## config.mk

```make
export PLATFORM = sky130hd
export DESIGN_NAME = sdram_read_fifo
export DESIGN_NICKNAME = d
export VERILOG_FILES = /design/src/rtl/sdram_read_fifo.sv
export SDC_FILE = /design/constraint.sdc
export NUM_CORES = 1
export LEC_CHECK = 0
export CORE_MARGIN = 2
export CORE_UTILIZATION = 55
export CTS_CLUSTER_SIZE = 16
export DETAILED_ROUTE_END_ITERATION = 10
export PLACE_DENSITY = 0.73
export RECOVER_POWER = 25
export SETUP_SLACK_MARGIN = 0.1
export SYNTH_ARGS = -nofsm -noshare
export SYNTH_HDL_FRONTEND = slang
export SYNTH_SLANG_ARGS = --single-unit
```

## constraint.sdc

```tcl
create_clock -name clk -period 4 [get_ports clk]
set_input_delay 0.8 -clock clk [delete_from_list [all_inputs] [get_ports clk]]
set_output_delay 0.8 -clock clk [all_outputs]
set_load 0.05 [all_outputs]
```

## src/rtl/sdram_read_fifo.sv

```systemverilog
// First-word-fall-through FIFO between the SDRAM read engine and the wishbone read path.
// fifo_full asserts FULL_MARGIN entries early so the engine can finish the word in flight.
module sdram_read_fifo #(
  parameter int DATA_WIDTH  = 32,
  parameter int DEPTH_BITS  = 4,
  parameter int FULL_MARGIN = 2
) (
  input  logic                  clk,
  input  logic                  rst,
  input  logic                  flush,
  input  logic [DATA_WIDTH-1:0] fifo_data,
  input  logic                  fifo_write,
  output logic                  fifo_full,
  output logic [DATA_WIDTH-1:0] rd_data,
  output logic                  rd_valid,
  input  logic                  rd_pop,
  output logic [DEPTH_BITS:0]   count,
  output logic                  overflow,
  output logic                  underflow
);

  localparam int DEPTH = 1 << DEPTH_BITS;
  localparam logic [DEPTH_BITS:0] DEPTH_CNT = (DEPTH_BITS + 1)'(DEPTH);
  localparam logic [DEPTH_BITS:0] FULL_LVL  = (DEPTH_BITS + 1)'(DEPTH - FULL_MARGIN);

  logic [DATA_WIDTH-1:0] r_mem [DEPTH];
  logic [DEPTH_BITS-1:0] r_wr_ptr;
  logic [DEPTH_BITS-1:0] r_rd_ptr;
  logic [DEPTH_BITS:0]   r_count;
  logic                  r_overflow;
  logic                  r_underflow;

  logic w_empty;
  logic w_at_depth;
  logic w_pop_ok;
  logic w_push_ok;

  assign w_empty    = (r_count == '0);
  assign w_at_depth = (r_count == DEPTH_CNT);
  assign w_pop_ok   = rd_pop && !w_empty && !flush;
  // At DEPTH a same-cycle pop frees the slot, so the push still lands.
  assign w_push_ok  = fifo_write && (!w_at_depth || rd_pop) && !flush;

  // NOTE: storage is deliberately left out of reset; rd_data is only meaningful while rd_valid=1.
  always_ff @(posedge clk) begin
    if (!rst && w_push_ok) begin
      r_mem[r_wr_ptr] <= fifo_data;
    end
  end

  // NOTE: all state updates use <= so every read here sees the pre-edge values.
  always_ff @(posedge clk) begin
    if (rst || flush) begin
      r_wr_ptr    <= '0;
      r_rd_ptr    <= '0;
      r_count     <= '0;
      r_overflow  <= 1'b0;
      r_underflow <= 1'b0;
    end else begin
      if (w_push_ok) begin
        r_wr_ptr <= r_wr_ptr + 1'b1;
      end
      if (w_pop_ok) begin
        r_rd_ptr <= r_rd_ptr + 1'b1;
      end
      case ({w_push_ok, w_pop_ok})
        2'b10:   r_count <= r_count + 1'b1;
        2'b01:   r_count <= r_count - 1'b1;
        default: r_count <= r_count;
      endcase
      if (fifo_write && w_at_depth && !rd_pop) begin
        r_overflow <= 1'b1;
      end
      if (rd_pop && w_empty) begin
        r_underflow <= 1'b1;
      end
    end
  end

  assign rd_valid  = !w_empty;
  assign fifo_full = (r_count >= FULL_LVL);
  assign rd_data   = r_mem[r_rd_ptr];
  assign count     = r_count;
  assign overflow  = r_overflow;
  assign underflow = r_underflow;

endmodule

```

==> results.json, run 1 <==
{
  "status": "complete, no violations",
  "fmax_ghz": 0.263,
  "cts.sinks": 531,
  "antennaDiodeCount": 0,
  "routed_wl_um": 41700,
  "dpl_worst_slack_ns": 0.475,
  "grt_antenna_before_repair": 3,
  "nFillCells": 2379,
  "initial_utilization_pct": 56.0,
  "drt_iter0_drc": 838,
  "grt_max_degree": 49,
  "leakagePower_uw": 0.00736,
  "synth_area_um2": 20500,
  "powerDensity_nw_per_um2": 460,
  "synthMuxAreaShare_pct": 18.6,
  "finClkSkew_ns": 0.0243,
  "dpl_cell_area_um2": 22200,
  "worstSetupPathType": "reg2out",
  "cts_root_buffer": "clkbuf_16",
  "rows": 70,
  "netlist.area_leader.share_pct": 75.0,
  "yosysWarnings": 0,
  "rsz0062_at_grt": "true",
  "drv_slew": 0,
  "fin_crit_sh_pct": 95.1,
  "port_buffers": 77,
  "tightest_slew_ns": 0.574,
  "cts_tree": "done",
  "cts_hold_buf": 0,
  "synth_nets": 884,
  "synth_compound_area_share_pct": 0.782,
  "synth_adder_area_share_pct": 0.488,
  "ir_worst_vdd_uv": 414,
  "cts.clk_slew.worst_paths_ns": 0.06,
  "die_w_um": 197,
  "post-route-min-period_ns": 3.80,
  "grt_usage_pct": 22.3,
  "critPathMaxStageDelay_ns": 0.60,
  "ys_ff_latch": 531,
  "finalSetupTns_ns": 0,
  "nets": 1014,
  "core_area_um2": 36600,
  "slowest_stage": "mux4_1",
  "clock_latency_ns": 0.59,
  "maxCapViolCount": 0,
  "ios": 78,
  "grt_remaining_overflow": 0,
  "ys_top_cells_by_count": "512 x edfxtp_1, 110 x mux4_2, 50 x mux4_1",
  "cts_buffers": 52,
  "total_power_uw": 10900,
  "hpwl_um": 22400,
  "start_kind": "flip-flop",
  "drive_gt1_share_pct": 24.9,
  "die_area_um2": 38800,
  "ant_nets": 0,
  "worstPathCellList": "buf_12, mux4_1, mux4_2, dlygate4sd2_1",
  "hold_class": "reg2reg",
  "crit_required_ns": 3.20,
  "synthFlopType": "edfxtp_1",
  "netlist_instances": 839,
  "drt-pass1-iter-count": 5,
  "worstSetupEndpointType": "output port",
  "vias_per_cell": 6.29,
  "die_y_um": 197,
  "slew_headroom_pct": 61.7,
  "cp_max_fo": 37,
  "hold_viol_final": 0,
  "cts_buffer_depth": 3,
  "worst_slack_ns": 0.195,
  "grt_pass1_vias": 9560,
  "seq_area_frac_synth_pct": 76.9,
  "place.gp.congestion": 0.719,
  "synthSimpleGateAreaFrac_pct": 1.37,
  "area_growth_pct": 15.9,
  "critPathArrivalTime_ns": 3.00,
  "setup_viol": 0,
  "ys_types": 41,
  "synth_xor_area_share_pct": 0.342,
  "vias": 9294,
  "synth.avg_cell_area_um2": 24.4,
  "drc": 0,
  "grt_first_pass_wirelength_um": 61700,
  "final_area_um2": 23800,
  "yosysTopAreaCell": "edfxtp_1",
  "synthArstFlopShare_pct": 0,
  "synth_edf_count": 512,
  "h-tree-depth": 2,
  "yosysMostFrequentCell": "edfxtp_1",
  "synth.area.top_cells": "edfxtp_1 75%, mux4_2 12%, mux4_1 6.4%, dfxtp_1 1.9%, buf_6 0.60%",
  "routedWlPerCell_um": 28.2,
  "synth_top_family_by_area": "multiplexers"
}
logic make-up (layout without fill, tap and decap cells):
kind of cell / Yosys count / in the layout
flops: 531 / 531
mux: 163 / 163
simple gates: 58 / 58
buf+inv: 48 / 218
compound gates: 23 / 23
fa+ha+maj: 8 / 8
xor+xnor: 8 / 8
area by class of cell:
class                   instances  area [um^2]  share of cell area (%)
clock inverters                29          211                   0.890
flip-flops and latches        531        15800                    66.4
multi-input cells             260         4550                    19.2
repair buffers                119         1250                    5.26
well taps                     468          586                    2.47
inverters                       5         18.8                  0.0790
clock buffers                  65         1370                    5.77
critical path: cells and delay by family (launching register included):
kind / cells / cell delay [ns]
buffers and inverters: 2 / 0.76
multiplexers: 2 / 1.15
flip-flops: 1 / 0.49
power breakdown:
group | leakage (uW) | internal, uW | switching (uW)
clock | 0.000779 | 2560 | 1990
sequential | 0.00476 | 6110 | 6.26
combinational | 0.00182 | 93.8 | 172
total | 0.00736 | 8760 | 2170
flip-flops by register name, indices dropped and copies added, names as in the netlist, named ones only:
signal	flops
r_rd_ptr	4
underflow	1
r_wr_ptr	4
count	5
r_mem	512
overflow	1
metrics by stage:
stage	utilization [%]	hold slack, ns	instances
after global placement	60.7	0.452	1383
after floorplan	-	0.477	839
after CTS	64.9	0.535	1477
final	64.9	0.518	1477
after detailed placement	60.7	0.505	1383
after global routing	64.9	0.568	1477
cell usage in the layout (no fill, tap or decap), drive strengths merged, types with 4 or more instances in the layout:
master         netlist  layout
inv                  5       9
xor2                 6       6
a21oi                7       7
clkinv               0      22
dfxtp               19      19
clkdlybuf4s50        0      28
edfxtp             512     512
nor2                30      30
clkbuf              20      65
nand3                4       4
dlygate4sd3          0      18
o21ai                5       5
ha                   8       8
nand2                6       6
buf                 23      43
dlygate4sd2          0      30
mux4               160     160
metal layers:
metal / share of wire (%) / global-route usage, % / vias up
li1: - / - / 3900
met1: 42 / 31.0 / 4968
met2: 51 / 37.3 / 351
met3: 5.5 / 3.50 / 71
met4: 2.1 / 6.79 / 4
met5: 0.072 / 0 / -
worst paths after layout:
path                                             from               endpoint  slack (ns)  cells past startpoint
worst min-delay path            overflow$_SDFFE_PP0P_  overflow$_SDFFE_PP0P_        0.52                      2
worst max-delay path                        flip-flop             rd_data[3]        0.20                      4
worst max register to register  count[1]$_SDFFE_PP0P_  count[3]$_SDFFE_PP0P_        1.04                      8
worst min register to register  overflow$_SDFFE_PP0P_  overflow$_SDFFE_PP0P_        0.52                      2
what timing repair did:
action / CTS / global route
endpoints found under the setup margin: 30 / 3
resized for setup: 30 / 1
setup buffers: 0 / 0
(Power assumes the default switching activity.)
==> run 2: changes to the inputs <==
--- a/config.mk
+++ b/config.mk
@@ -5,6 +5,7 @@
 export SDC_FILE = /design/constraint.sdc
 export NUM_CORES = 1
 export LEC_CHECK = 0
+export ABC_CLOCK_PERIOD_IN_PS = 4000
 export CORE_MARGIN = 2
 export CORE_UTILIZATION = 55
 export CTS_CLUSTER_SIZE = 16
==> results of run 2 <==
The final DEF is identical to that of run 1; final timing and power are the same.
==> run 3: changes to the inputs <==
--- a/config.mk
+++ b/config.mk
@@ -6,9 +6,9 @@
 export NUM_CORES = 1
 export LEC_CHECK = 0
 export ABC_CLOCK_PERIOD_IN_PS = 4000
-export CORE_MARGIN = 2
+export CORE_MARGIN = 4
 export CORE_UTILIZATION = 55
-export CTS_CLUSTER_SIZE = 16
+export CTS_CLUSTER_SIZE = 12
 export DETAILED_ROUTE_END_ITERATION = 10
 export PLACE_DENSITY = 0.73
 export RECOVER_POWER = 25
==> run 3 against run 2 <==
Flip-flop and latch count unchanged. Sequential share of layout area up 0.51 points. Register-to-register slack about the same. Highest routed layer is now met4. Via count down 2.3%.
==> results.json, run 3 (same netlist as run 1, synthesis figures left out) <==
{
  "leakagePower_uw": 0.00731,
  "antennaDiodeCount": 0,
  "routed_wl_um": 40700,
  "fmax_ghz": 0.259,
  "ios": 78,
  "hold_viol_final": 0,
  "core_area_um2": 36700,
  "grt_usage_pct": 20.3,
  "die_y_um": 201,
  "fin_crit_sh_pct": 96.4,
  "tightest_slew_ns": 0.574,
  "cts_setup_buffers": 0,
  "swShare_pct": 19.1,
  "maxCapViolCount": 0,
  "vias_per_cell": 6.24,
  "post-route-min-period_ns": 3.86,
  "grt_max_degree": 47,
  "h-tree-depth": 2,
  "die_w_um": 201,
  "place.gp.congestion": 0.713,
  "grt_antenna_before_repair": 2,
  "initial_utilization_pct": 55.8,
  "holdPathEnd": "underflow$_SDFFE_PP0P_",
  "largest_reg_flops": 512,
  "highest_layer": "met4",
  "grt_pass1_vias": 9480,
  "nFillCells": 2331,
  "total_power_uw": 10600,
  "cts.sinks": 531,
  "hold_class": "reg2reg",
  "cts_hold_buf": 0,
  "area_growth_pct": 15.0,
  "drc": 0,
  "rsz0062_at_grt": "false",
  "p_int_uw": 8590,
  "worstSetupEndpointType": "output port",
  "start_kind": "flip-flop",
  "ir_worst_vdd_uv": 478,
  "top_register": "r_mem",
  "regToRegSetupSlack_ns": 1.03,
  "wl_met1_um": 17100,
  "timing.rr.end": "count[3]$_SDFFE_PP0P_",
  "crit_required_ns": 3.20,
  "drv_slew": 0,
  "seqPwrFrac_pct": 57.6,
  "port_buffers": 77,
  "finalSetupTns_ns": 0,
  "cts_buffers": 52,
  "drt_iter0_drc": 849,
  "final_cell_mix": "512 x edfxtp_1, 110 x mux4_2, 54 x clkbuf_16, 50 x mux4_1, 41 x buf_4",
  "vias": 9083,
  "setup_viol": 0,
  "grt_first_pass_wirelength_um": 60900,
  "r2r_start": "count[1]$_SDFFE_PP0P_",
  "cts_tree": "done",
  "cts_root_buffer": "clkbuf_16",
  "critPathArrivalTime_ns": 3.06,
  "rows": 70,
  "ant_nets": 0,
  "finClkSkew_ns": 0.0102,
  "netSwitchingPower_uw": 2020,
  "die_area_um2": 40400,
  "clock_latency_ns": 0.57,
  "worstHoldPathCells": 2,
  "critPathMaxStageDelay_ns": 0.59,
  "clockPowerShare_pct": 39.9,
  "status": "complete, no violations",
  "final_common_cell": "edfxtp_1",
  "cts.clk_slew.worst_paths_ns": 0.06,
  "hold_start": "underflow$_SDFFE_PP0P_",
  "nets": 1012,
  "hpwl_um": 21200,
  "slowest_stage": "dfxtp_4",
  "crit_top_cell": "buf_4",
  "worstPathCellList": "buf_4, buf_4, mux4_2, mux4_2, buf_4",
  "routedWlPerCell_um": 28.0,
  "grt_remaining_overflow": 0,
  "cp_max_fo": 33,
  "dr_wl_met3_um": 2060,
  "ff2ff_path_depth": 8,
  "worstSetupPathType": "reg2out",
  "cts_buffer_depth": 3,
  "slew_headroom_pct": 61.9,
  "power_frac_comb_pct": 2.5,
  "drive_gt1_share_pct": 25.2,
  "powerDensity_nw_per_um2": 450,
  "drt-pass1-iter-count": 5,
  "final_core_util_pct": 64.2,
  "wl_met2_um": 20900
}
==> run 3: changes by cell type in the layout (fill, tap and decap cells not counted), moves of 2 or more <==
cell             delta
dlygate4sd2_1      -21
buf_4              +15
clkinv_1            -7
clkinv_2            -7
dlymetal6s2s_1      +7
inv_6               -4
buf_12              -3
clkbuf_1            +3
bufinv_16           -2
clkdlybuf4s50_1     -2
==> run 3: what timing repair did <==
action | 4_1_cts | 5_1_grt
pin swaps | 0 | 0
gates cloned | 0 | 1
gates resized for setup | 9 | 8
setup endpoints to repair | 9 | 17
==> run 3: worst max path at each step <==
| stage | to | cells after the start | start |
|---|---|---|---|
| after floorplan | r_mem[0][0]$_DFFE_PP_ | 6 | count[1]$_SDFFE_PP0P_ |
| after global placement | count[2]$_SDFFE_PP0P_ | 11 | rd_pop |
| after detailed placement | count[2]$_SDFFE_PP0P_ | 11 | rd_pop |
| after CTS | rd_data[28] | 4 | flip-flop |
| after global routing | rd_data[9] | 5 | flip-flop |
| final | rd_data[9] | 5 | flip-flop |
==> run 3: power by group through the flow <==
stage          Sequential (uW)  Clock, uW  Combinational (uW)
6_report                  6110       4230                 266
5_1_grt                   6110       4580                 287
4_1_cts                   6110       4310                 271
3_5_place_dp              6230          0                 273
3_3_place_gp              6230          0                 266
2_1_floorplan             6240          0                 125
==> run 3: per-layer routing <==
layer  vias up  global-route usage, %
met2       274                   33.7
li1       3876                      -
met4         0                   4.52
met1      4888                   29.0
met3        45                   3.33
met5         -                      0
==> run 3: stage by stage <==
step	hold slack, ns	setup slack [ns]	std cells	cell area (um^2)
detailed placement	0.463	0.594	1380	22100
global route	0.502	0.0599	1456	23600
floorplan	0.477	0.424	839	20500
global placement	0.463	0.604	1380	22100
finish	0.471	0.144	1456	23600
CTS	0.479	0.101	1455	23500
==> run 3: worst max-delay path: cells and delay by family (launching register included) <==
family | cells | cell delay, ns
buffers and inverters | 3 | 0.91
DFF | 1 | 0.59
muxes | 2 | 0.95
==> run 3: cell type report <==
type / count / area, um^2 / area share (%)
Multi-Input combinational cell: 260 / 4550 / 19.3
Clock buffer: 68 / 1380 / 5.87
Sequential cell: 531 / 15800 / 66.9
Clock inverter: 7 / 31.3 / 0.133
Tap cell: 468 / 586 / 2.48
Timing Repair Buffer: 117 / 1240 / 5.25
Inverter: 5 / 18.8 / 0.0796
